**src/rtl/nibble_serial_adder.sv**
```systemverilog
// nibble_serial_adder
//   Multi-cycle WIDTH-bit adder controller that time-shares one external
//   4-bit lookahead adder slice. Each add is processed one nibble per clock,
//   least significant nibble first, with the slice carry-out fed back as the
//   carry-in of the next nibble.
//
// Ports
//   CLK    in   1      rising-edge clock
//   RST_n  in   1      asynchronous active-low reset
//   start  in   1      request an add; only looked at while idle
//   A, B   in   WIDTH  operands, captured on the accepted start
//   C0     in   1      carry-in, captured on the accepted start
//   busy   out  1      high while an add is running or completing
//   done   out  1      one-cycle pulse when F/CO/OVF are valid
//   F      out  WIDTH  sum, held until the next add overwrites it
//   CO     out  1      carry-out of the most significant nibble
//   OVF    out  1      two's-complement overflow of the add
//   SA, SB out  4      operand nibbles presented to the slice
//   SC0    out  1      carry-in presented to the slice
//   SF     in   4      slice sum (combinational from SA/SB/SC0)
//   SC4    in   1      slice carry-out

module nibble_serial_adder #(
    parameter int WIDTH = 16
) (
    input  logic             CLK,
    input  logic             RST_n,
    input  logic             start,
    input  logic [WIDTH-1:0] A,
    input  logic [WIDTH-1:0] B,
    input  logic             C0,
    output logic             busy,
    output logic             done,
    output logic [WIDTH-1:0] F,
    output logic             CO,
    output logic             OVF,
    output logic [3:0]       SA,
    output logic [3:0]       SB,
    output logic             SC0,
    input  logic [3:0]       SF,
    input  logic             SC4
);

    localparam int NIB   = WIDTH / 4;
    localparam int IDX_W = (NIB > 1) ? $clog2(NIB) : 1;

    typedef enum logic [1:0] {
        IDLE,
        RUN,
        DONE
    } state_t;

    state_t             state;
    logic [WIDTH-1:0]   a_reg;
    logic [WIDTH-1:0]   b_reg;
    logic               carry;
    logic [IDX_W-1:0]   idx;
    logic [IDX_W-1:0]   idx_next;
    logic               last_nib;

    assign idx_next = idx + 1'b1;
    assign last_nib = (idx == IDX_W'(NIB - 1));

    // Single FSM block. The slice operands are registered: on each edge we
    // load the nibble the slice will work on during the following cycle, so
    // the slice never sees a combinational path from A/B. The slice carry-out
    // goes straight into SC0 so the next nibble continues the carry chain.
    always_ff @(posedge CLK or negedge RST_n) begin
        if (!RST_n) begin
            state <= IDLE;
            a_reg <= '0;
            b_reg <= '0;
            carry <= 1'b0;
            idx   <= '0;
            busy  <= 1'b0;
            done  <= 1'b0;
            F     <= '0;
            CO    <= 1'b0;
            OVF   <= 1'b0;
            SA    <= 4'h0;
            SB    <= 4'h0;
            SC0   <= 1'b0;
        end else begin
            done <= 1'b0;
            case (state)
                IDLE: begin
                    if (start) begin
                        a_reg <= A;
                        b_reg <= B;
                        carry <= C0;
                        idx   <= '0;
                        SA    <= A[3:0];
                        SB    <= B[3:0];
                        SC0   <= C0;
                        busy  <= 1'b1;
                        state <= RUN;
                    end
                end

                RUN: begin
                    F[4*idx +: 4] <= SF;
                    carry         <= SC4;
                    if (last_nib) begin
                        // Overflow: operands share a sign but the top sum
                        // bit from the slice disagrees with it.
                        CO    <= SC4;
                        OVF   <= (a_reg[WIDTH-1] == b_reg[WIDTH-1]) &&
                                 (SF[3] != a_reg[WIDTH-1]);
                        idx   <= '0;
                        SA    <= 4'h0;
                        SB    <= 4'h0;
                        SC0   <= 1'b0;
                        done  <= 1'b1;
                        state <= DONE;
                    end else begin
                        idx   <= idx_next;
                        SA    <= a_reg[4*idx_next +: 4];
                        SB    <= b_reg[4*idx_next +: 4];
                        SC0   <= SC4;
                    end
                end

                DONE: begin
                    busy  <= 1'b0;
                    state <= IDLE;
                end

                default: begin
                    busy  <= 1'b0;
                    state <= IDLE;
                end
            endcase
        end
    end

endmodule

```
**config.mk**
```make
export PLATFORM = sky130hd
export DESIGN_NAME = nibble_serial_adder
export DESIGN_NICKNAME = d
export VERILOG_FILES = /design/src/rtl/nibble_serial_adder.sv
export SDC_FILE = /design/constraint.sdc
export NUM_CORES = 1
export LEC_CHECK = 0
export CAP_MARGIN = 25
export CORE_ASPECT_RATIO = 0.9
export CORE_MARGIN = 2
export CORE_UTILIZATION = 49
export CTS_CLUSTER_SIZE = 10
export DETAILED_ROUTE_END_ITERATION = 8
export PLACE_DENSITY = 0.84
export SLEW_MARGIN = 40
export SYNTH_ARGS = -nofsm -noshare
export SYNTH_HDL_FRONTEND = slang
export SYNTH_SLANG_ARGS = --single-unit
export TNS_END_PERCENT = 10
```
**constraint.sdc**
```tcl
create_clock -name CLK -period 2.2 [get_ports CLK]
set_input_delay 0.33 -clock CLK [delete_from_list [all_inputs] [get_ports CLK]]
set_output_delay 0.33 -clock CLK [all_outputs]
set_load 0.05 [all_outputs]
```
After elaboration in Yosys (flattened, before gate mapping)
Cells that the tools add are included.
- $add $sub $neg: 2
- equality and inequality tests: 6
- shifts and indexed selects: 4
- multiplexer cells: 20
- bitwise operators: 1
- reductions and logical operators: 8
- operators by type and width (kind ; number):
    4-bit negator with 34-bit output ; 1
    4-bit by 34-bit variable shift with 16-bit output, first input constant ; 1
    4-bit by 34-bit indexed part select with 16-bit output ; 1
    16-bit by 5-bit indexed part select with 4-bit output ; 2
    16-bit bitwise mux ; 1
    4-bit two-way mux ; 4
    4-bit case mux with 2 select lines ; 2
    2-bit AND reduction ; 5
    2-bit two-way mux ; 4
    2-bit case mux with 2 select lines ; 2
    1-bit two-way mux ; 5
    2-bit != test, second input constant ; 2
    1-bit case mux with 2 select lines ; 2
    2-bit by 1-bit adder with 2-bit output, second input constant ; 1
    2-bit by 1-bit equality test with 1-bit output, second input constant ; 1
    2-bit equality test, second input constant ; 1
    2-bit zero test ; 1
    2-bit nonzero test ; 1
    1-bit equality test ; 1
    1-bit logical AND ; 1
    1-bit != test ; 1
    1-bit inverter ; 1
- flip-flop bits (word level): 65
- input port bits: 41
- output and inout bits: 29
- logic and storage cells: 53

Depth between registers and ports, before layout
Gate-level depths: netlist of the first run.
- depth in word-level cells: 4
- gate-level depth with buffers: 7
- gate-level depth less buffers: 5

Least setup slack after synthesis of the first run
Ideal clock, no wire load.
- kind: register to register
- start: reg idx[0]
- end: reg SB[1]
- setup time: 125 ps
- arrival: 1822 ps
- required time: 2075 ps
- slack: 253 ps
- cell stages (with the launch flop): 8
- path buffers: 2
- clock period less this slack: 1947 ps
- cell sequence: dfrtp_1 -> buf_6 -> inv_1 -> ha_1 -> buf_2 -> mux4_2 -> nand2_1 -> nand3_1
- word-level cells in the longest chain between the ends: 4
- elaborated cells between the ends (all ways): 5
- those cells by class: add/sub (1); eq/ne (1); shift (1); mux (2)
- ends and longest elaborated chain (item ; line ; text):
    from (decl) ; 57 ; logic [IDX_W-1:0] idx;
    from (signal assigned) ; 116 ; idx <= idx_next;
    2-bit by 1-bit adder with 2-bit output ; 61 ; assign idx_next = idx + 1'b1;
    16-bit by 5-bit indexed part select with 4-bit output ; 118 ; SB <= b_reg[4*idx_next +: 4];
    4-bit two-way mux * ; 103 ; if (last_nib) begin
    4-bit case mux with 2 select lines * ; 85 ; case (state)
    to (signal assigned) ; 93 ; SB <= B[3:0];
    to (signal assigned) ; 118 ;
    to (decl) ; 38 ; output logic [3:0] SB,
Mark *: on every way between the ends. The rest lies on a longest branch, timed or not.
A chain may end at the register's enable or synchronous reset.

Worst setup path after layout of the first run
- start: reg SA[0]
- end: out SA[0]
- RTL lines (item ; line ; text):
    from (decl) ; 37 ; output logic [3:0] SA,
    from (signal assigned) ; 92 ; SA <= A[3:0];
    from (signal assigned) ; 117 ; SA <= a_reg[4*idx_next +: 4];
No word-level cell between the ends.

==> flow_summary.ini, run 1 <==
[status]
outcome = complete, no violations

[clock_network]
clockBufferDepth = 2
htreeDepth = 3
cts-resized-gates = 0
clkSinkCount = 65
cts.clk_slew.worst_paths_ns = 0.07
clock_latency_ns = 0.33
cts_tree = yes
numCtsBuffers = 9
ctsHoldBuffers = 0
cts_root_buf = clkbuf_8
cts_setup_buffers = 0

[layout]
antenna_cells = 0
final_nets = 388
final_layout_size_suffix_gt1_frac = 0.110
design_area_mm2 = 0.00383
syn2layout_area_growth_pct = 33.1

[power_and_ir_drop]
power_frac_comb = 0.510
p_sw_mw = 2.70
netSwitchingFraction = 0.436
seq_power_share = 0.345
clkPwrFrac = 0.146
internal_power_mw = 3.50
p_leak_nw = 1.83
p_per_area_mw_per_mm2 = 1620
max-vdd-ir-drop_mv = 1.09

[critical_path]
crit_family = buffers and inverters
slowest_delay_ns = 0.81
crit_slowest_cell = clkdlybuf4s50_1
cp_max_fo = 2
crit_path_end_kind = output port
path_cells = clkdlybuf4s50_1
crit_buf_inv = 1
arrival_ns = 1.52
critPathRequiredTime_ns = 1.87
cp-start-kind = flip-flop
critPathKind = flip-flop to output port

[timing]
hold_viol = 0
final.setup.tns_ns = 0
max_slew_margin = 0.525
post-route-period-util = 0.839
fmax_mhz = 542
setup_violations = 0
fin_crit_ns = 1.85
slew_viol_final = 0
tightest_slew_ns = 0.712
finClkSkew_ns = 0.00791
rsz0062_at_grt = false

[global_routing]
grt_antenna_before_repair = 0
grt_pass1_vias = 2108
overflow = 0
grt_start_max_net_pins = 35
grt_util_all_layers = 0.203
grt_pass1_wl_um = 10200

[placed_design]
postPlaceCellArea_mm2 = 0.00366
dpl.hpwl_um = 4560
io_buffer_count = 69
gp_congestion = 0.772

[yosys]
syn_inst = 265
synth_edf_count = 0
synth_top_cell_by_area = dfrtp_1
syn_area_per_cell_um2 = 10.9
yosys_register_bits = 65
ys_top_cells_by_area = dfrtp_1 56%, nand2_1 15%, mux4_2 5.5%
synth_top_area_share = 0.565
async_flop_share = 1.00
synth_area_mm2 = 0.00288
yosys.cell_types.count = 28
synth_common_cells = 116 x nand2_1, 65 x dfrtp_1, 17 x a22o_1, 8 x nand3_1
syn_nets = 312
dominantRegCellSynth = dfrtp_1
synth_warnings = 0
yosysMostFrequentCell = nand2_1
yosysSeqAreaShare = 0.565

[floorplan]
ioPinCount = 70
die_x_um = 84.8
placementRows = 26
start_util = 0.506
dieArea_mm2 = 0.00651
core_area_mm2 = 0.00569
die_h_um = 76.7

[route]
avgRoutedWirePerCell_um = 15.1
finalWirelength_um = 6270
first_pass_iters = 5
drtIter0Drc = 175
ant_nets = 0
vias = 2155
via_per_inst = 5.18
drc = 0

[min_path]
hold_class = primary input to async pin

[flow_run]
maxCapViolations = 0
==> cells in the final DEF, fill, tap and decap left out, drive strengths merged, types with 2 or more instances in the layout <==
cell type / count
a21oi: 4
clkbuf: 14
mux4: 8
o21ai: 3
buf: 9
inv: 3
clkdlybuf4s50: 68
nor3b: 2
a22o: 17
nor4: 2
and2: 2
dfrtp: 65
nand3: 8
ha: 6
nand2b: 2
nor4b: 2
nand3b: 4
nor2b: 3
nand2: 116
==> layout make-up <==
type	instances	area, µm²
repair buffers	77	758
fillers	414	1860
clock buffers	14	163
multi-input cells	185	1180
clock inverters	2	12.5
flip-flops and latches	65	1630
well taps	70	87.6
inverters	3	11.3
==> metrics by stage <==
| step | hold slack, ns | utilization | std cells | total power, mW | setup WS [ns] |
|---|---|---|---|---|---|
| 2_1_floorplan | 0.0344 | - | 265 | 4.33 | 0.253 |
| 3_3_place_gp | 0.414 | 0.643 | 400 | 5.18 | 0.290 |
| 3_5_place_dp | 0.427 | 0.643 | 400 | 5.34 | 0.235 |
| 4_1_cts | 0.0692 | 0.674 | 416 | 6.24 | 0.345 |
| 5_1_grt | 0.0986 | 0.674 | 416 | 6.57 | 0.275 |
| 6_report | 0.0483 | 0.674 | 416 | 6.20 | 0.354 |
==> per-layer routing <==
layer,global-route usage,share of wire,vias to the layer above
met3,0.0431,0.037,7
met2,0.320,0.49,49
met5,0,0,-
met4,0.0873,0.017,0
met1,0.274,0.46,1053
li1,-,-,1046
==> logic make-up after synthesis <==
group / after synthesis / synth area share
buffers and inverters: 15 / 0.0291
AOI/OAI and AO/OA: 25 / 0.0665
muxes: 9 / 0.0678
adders and majority gates: 6 / 0.0261
DFF: 65 / 0.565
and+or+nand+nor: 145 / 0.246
==> path summary, 6_finish.rpt <==
| path | slack, ns | from | cells after the start | to |
|---|---|---|---|---|
| worst max-delay path | 0.35 | SA[0] | 1 | SA[0] |
| worst min-delay path | 0.05 | RST_n | 1 | OVF |
| worst max register to register | 0.36 | idx[0] | 5 | F[0] |
| worst min register to register | 0.48 | a_reg[6] | 2 | a_reg[6] |
| max in group asynchronous | 1.53 | RST_n | 2 | idx[0] |
| min in group CLK | 0.48 | a_reg[6] | 2 | a_reg[6] |
==> power by group through the flow <==
stage                     Clock (mW)  Combinational (mW)  Sequential, mW
after floorplan                    0                1.48            2.84
after global placement             0                3.08            2.11
after detailed placement           0                3.18            2.15
after CTS                      0.912                3.19            2.14
after global routing           0.976                3.38            2.21
final                          0.903                3.16            2.14
Power figures use the tool's default switching activity.
==> run 2: changes to the inputs <==
--- a/config.mk
+++ b/config.mk
@@ -8,10 +8,10 @@
 export CAP_MARGIN = 25
 export CORE_ASPECT_RATIO = 0.9
 export CORE_MARGIN = 2
-export CORE_UTILIZATION = 49
+export CORE_UTILIZATION = 44
 export CTS_CLUSTER_SIZE = 10
 export DETAILED_ROUTE_END_ITERATION = 8
-export PLACE_DENSITY = 0.84
+export PLACE_DENSITY = 0.8
 export SLEW_MARGIN = 40
 export SYNTH_ARGS = -nofsm -noshare
 export SYNTH_HDL_FRONTEND = slang
==> constraint.sdc (replaced) <==
create_clock -name CLK -period 1.6 [get_ports CLK]
set_input_delay 0.24 -clock CLK [delete_from_list [all_inputs] [get_ports CLK]]
set_output_delay 0.24 -clock CLK [all_outputs]
set_load 0.05 [all_outputs]
==> run 2 against run 1 <==
Net effect:
- the flow now finishes with violations (negative setup slack)
- die area is 11% higher
- power up 45%
- clock skew down 0.0016 ns
- register-to-register slack got worse by 0.42 ns
- first-iteration DRC count decreased by 27%
- final area increased by 4.6%
- critical path depth grew 5
- wire length grew 3.3%
- global-route usage fell by 1.6 points
- sequential cell count unchanged
- cell count is 8.7% higher
- clock power rose by 33%
- largest power group unchanged
==> flow_summary.ini, run 2 (same netlist as run 1, synthesis figures left out) <==
[global_routing]
grt_pass1_vias = 2135
grt_antenna_before_repair = 0
grt_pass1_wl_um = 10000
grt_util_all_layers = 0.188
overflow = 0
grt_start_max_net_pins = 66

[layout]
final_layout_size_suffix_gt1_frac = 0.247
mostFrequentLayoutCells = 116 x nand2_1, 65 x dfrtp_1, 49 x buf_4, 39 x clkdlybuf4s50_1, 17 x a22o_1
final_nets = 409
utilization = 0.645
antenna_cells = 0
syn2layout_area_growth_pct = 39.2
final_common_cell = nand2_1
fin_cells = 452

[floorplan]
die_h_um = 80.8
die_x_um = 89.3
core_area_mm2 = 0.00622
dieArea_mm2 = 0.00721
ioPinCount = 70
start_util = 0.463
placementRows = 27

[power_and_ir_drop]
p_per_area_mw_per_mm2 = 2240
p_leak_nw = 1.98
max-vdd-ir-drop_mv = 0.790

[route]
avgRoutedWirePerCell_um = 14.3
via_per_inst = 4.89
vias = 2212
finalWirelength_um = 6480
first_pass_iters = 4
drc = 0
ant_nets = 0
drtIter0Drc = 127

[min_path]
hold_class = primary input to flip-flop

[critical_path]
cp_max_fo = 6
crit_path_end_kind = flip-flop
cp-start-kind = flip-flop
arrival_ns = 1.94
critPathRequiredTime_ns = 1.88
critPathKind = flip-flop to flip-flop

[status]
outcome = complete, but fails checks
violations = negative setup slack

[clock_network]
cts_root_buf = clkbuf_8
cts_tree = yes
clkSinkCount = 65
htreeDepth = 3
numCtsBuffers = 9
clockBufferDepth = 2
clock_latency_ns = 0.34
cts.clk_slew.worst_paths_ns = 0.06

[timing]
fin_crit_ns = 1.66
fmax_mhz = 601
setup_violations = 8
max_slew_margin = 0.721
post-route-period-util = 1.04
whs_ns = 0.420
hold_viol = 0
rsz0062_at_grt = true
tightest_slew_ns = 0.419
final.setup.worst_slack_ns = -0.0639
slew_viol_final = 0
finClkSkew_ns = 0.00626

[placed_design]
io_buffer_count = 69
gp_congestion = 0.808
place_inst = 428
dpl.hpwl_um = 4560

[flow_run]
maxCapViolations = 0
-- run 2: cell types whose count changed in the layout (fill, tap and decap cells not counted), sizes merged --
cell and delta:
dlygate4sd3 +1, clkdlybuf4s50 -29, inv -1, clkinv -1
buf +49
-- run 2: final timing paths --
check	from	endpoint	slack, ns	cells after the start
setup / recovery	idx[0]	F[1]	-0.06	6
hold / removal	A[13]	a_reg[13]	0.42	3
setup reg to reg	idx[0]	F[1]	-0.06	6
hold reg to reg	a_reg[8]	a_reg[8]	0.47	2
max in group asynchronous	RST_n	b_reg[9]	0.86	3
min in group asynchronous	RST_n	state[0]	0.44	3
-- run 2: through the flow --
stage | total power, mW | setup TNS, ns | instance area [µm²] | setup slack, ns
floorplan | 6.05 | -2.67 | 2900 | -0.217
global placement | 7.31 | -0.612 | 3730 | -0.0242
detailed placement | 7.50 | -1.76 | 3730 | -0.0584
CTS | 8.75 | -0.409 | 3910 | -0.0527
global route | 9.53 | -0.691 | 4010 | -0.0808
finish | 8.97 | -0.246 | 4010 | -0.0639
-- run 2: layer usage --
metal,wire length (µm),vias to the layer above,global-route usage
met3,364,9,0.0701
met5,0,-,0
li1,-,1084,-
met1,2870,1057,0.241
met2,3170,62,0.299
met4,74,0,0.0552
-- run 2: what timing repair did --
action                     in CTS  in global routing
gates resized for setup         1                 10
setup endpoints to repair      12                 28
hold endpoints to repair       65                  0
hold buffers                    1                  0
pin swaps                      11                 13
setup buffers                   1                  8
-- run 2: layout make-up --
cell class	instances	area, µm²
clock buffers	14	163
multi-input cells	185	1200
fillers	510	2210
inverters	3	15.0
well taps	87	109
flip-flops and latches	65	1630
repair buffers	98	897
-- run 2: worst max-delay path: stages, from the launching register on --
cell,delay [ns]
dfrtp_1,0.41
clkinvlp_4,0.17
ha_4,0.26
buf_8,0.14
buf_6,0.11
nor4b_4,0.32
a22o_1,0.19
-- run 2: where the power goes --
part           total [mW]  switching (mW)  internal [mW]
logic                4.89            2.81           2.08
registers            2.88           0.468           2.41
clock network        1.20           0.565          0.632
total                8.97            3.84           5.12
==> run 3: changes to the inputs <==
--- a/config.mk
+++ b/config.mk
@@ -12,6 +12,7 @@
 export CTS_CLUSTER_SIZE = 10
 export DETAILED_ROUTE_END_ITERATION = 8
 export PLACE_DENSITY = 0.8
+export SKIP_CTS_REPAIR_TIMING = 1
 export SLEW_MARGIN = 40
 export SYNTH_ARGS = -nofsm -noshare
 export SYNTH_HDL_FRONTEND = slang
==> run 3 against run 2 <==
Net effect:
- critical path depth stayed put
- critical endpoint unchanged
- die area stayed put
- cell count is 0.44% higher
- sequential cell count stayed put
- the run still ends with negative setup slack left
- register-to-register slack hardly changed
==> flow_summary.ini, run 3 (same netlist as run 1, synthesis figures left out) <==
[critical_path]
arrival_ns = 1.94
crit_slowest_cell = dfrtp_1
cp_max_fo = 6
crit_path_end_kind = flip-flop
slowest_delay_ns = 0.40
path_cells = clkinvlp_4 > ha_4 > buf_8 > buf_6 > nor4b_4 > a22o_1
critPathRequiredTime_ns = 1.87
crit_family = buffers and inverters
crit_buf_inv = 3
critPathKind = flip-flop to flip-flop
cp-start-kind = flip-flop

[route]
avgRoutedWirePerCell_um = 14.1
ant_nets = 0
first_pass_iters = 6
finalWirelength_um = 6420
via_per_inst = 4.87
drtIter0Drc = 147
drc = 0
vias = 2213

[min_path]
hold_class = primary input to flip-flop

[layout]
mostFrequentLayoutCells = 116 x nand2_1, 65 x dfrtp_1, 51 x buf_4, 39 x clkdlybuf4s50_1, 17 x a22o_1
design_area_mm2 = 0.00403
utilization = 0.648
antenna_cells = 0
final_nets = 411
final_common_cell = nand2_1
syn2layout_area_growth_pct = 39.9
final_layout_size_suffix_gt1_frac = 0.248

[floorplan]
die_h_um = 80.8
dieArea_mm2 = 0.00721
core_area_mm2 = 0.00622
die_x_um = 89.3
placementRows = 27
start_util = 0.463
ioPinCount = 70

[global_routing]
overflow = 0
grt_util_all_layers = 0.188
grt_antenna_before_repair = 0
grt_pass1_vias = 2139
grt_start_max_net_pins = 66
grt_pass1_wl_um = 10100

[placed_design]
postPlaceCellArea_mm2 = 0.00373
dpl.hpwl_um = 4560
io_buffer_count = 69
gp_congestion = 0.808

[flow_run]
maxCapViolations = 0

[timing]
fmax_mhz = 602
rsz0062_at_grt = true
setup_violations = 6
final.setup.worst_slack_ns = -0.0623
fin_crit_ns = 1.66
whs_ns = 0.424
tightest_slew_ns = 0.424
post-route-period-util = 1.04
slew_viol_final = 0
hold_viol = 0
finClkSkew_ns = 0.00483
max_slew_margin = 0.717

[clock_network]
htreeDepth = 3
clockBufferDepth = 2
cts_tree = yes
clock_latency_ns = 0.34
cts.clk_slew.worst_paths_ns = 0.06
cts_root_buf = clkbuf_8
clkSinkCount = 65
numCtsBuffers = 9

[status]
outcome = complete, but fails checks
violations = negative setup slack

[power_and_ir_drop]
p_leak_nw = 1.99
max-vdd-ir-drop_mv = 0.791
p_per_area_mw_per_mm2 = 2230
[run 3: cell count changes in the layout (fill, tap and decap cells not counted)]
cell,before,now
buf_4,49,51
mux4_1,0,1
mux4_2,8,7
[run 3: worst paths after layout]
kind / slack (ns) / to / from / cells past startpoint
max: -0.06 / F[1] / idx[0] / 6
min: 0.42 / a_reg[13] / A[13] / 3
max reg2reg: -0.06 / F[1] / idx[0] / 6
min reg2reg: 0.47 / a_reg[8] / a_reg[8] / 2
max in group asynchronous: 0.87 / b_reg[0] / RST_n / 3
min in group asynchronous: 0.46 / F[1] / RST_n / 3
[run 3: where the power goes]
group,leakage [nW],internal [mW],switching (mW)
registers,0.826,2.41,0.469
logic,1.09,2.13,2.80
clock network,0.0826,0.632,0.556
[run 3: worst register-to-register path, stage by stage, from the launching register on]
cell and delay [ns]:
dfrtp_1 0.40, clkinvlp_4 0.17, ha_4 0.28, buf_8 0.13, buf_6 0.11, nor4b_4 0.32
a22o_1 0.19
[run 3: metal layers]
layer	GRT usage	vias up	wire (µm)
met5	0	-	0
met4	0.0552	0	70
met3	0.0701	9	390
met2	0.296	67	3180
met1	0.244	1049	2780
li1	-	1088	-
[run 3: cell type report]
class / instances / area, µm²
multi-input cells: 185 / 1200
fillers: 506 / 2190
flip-flops and latches: 65 / 1630
clock buffers: 14 / 163
well taps: 87 / 109
inverters: 3 / 15.0
repair buffers: 100 / 912
[run 3: through the flow]
stage                     power (mW)  instances  setup TNS (ns)  setup WS (ns)
after floorplan                 6.05        265           -2.67         -0.217
after global routing            9.58        454          -0.968        -0.0923
after detailed placement        7.50        428           -1.76        -0.0584
after CTS                       8.71        442          -0.555        -0.0739
final                           9.00        454          -0.266        -0.0623
after global placement          7.31        428          -0.612        -0.0242
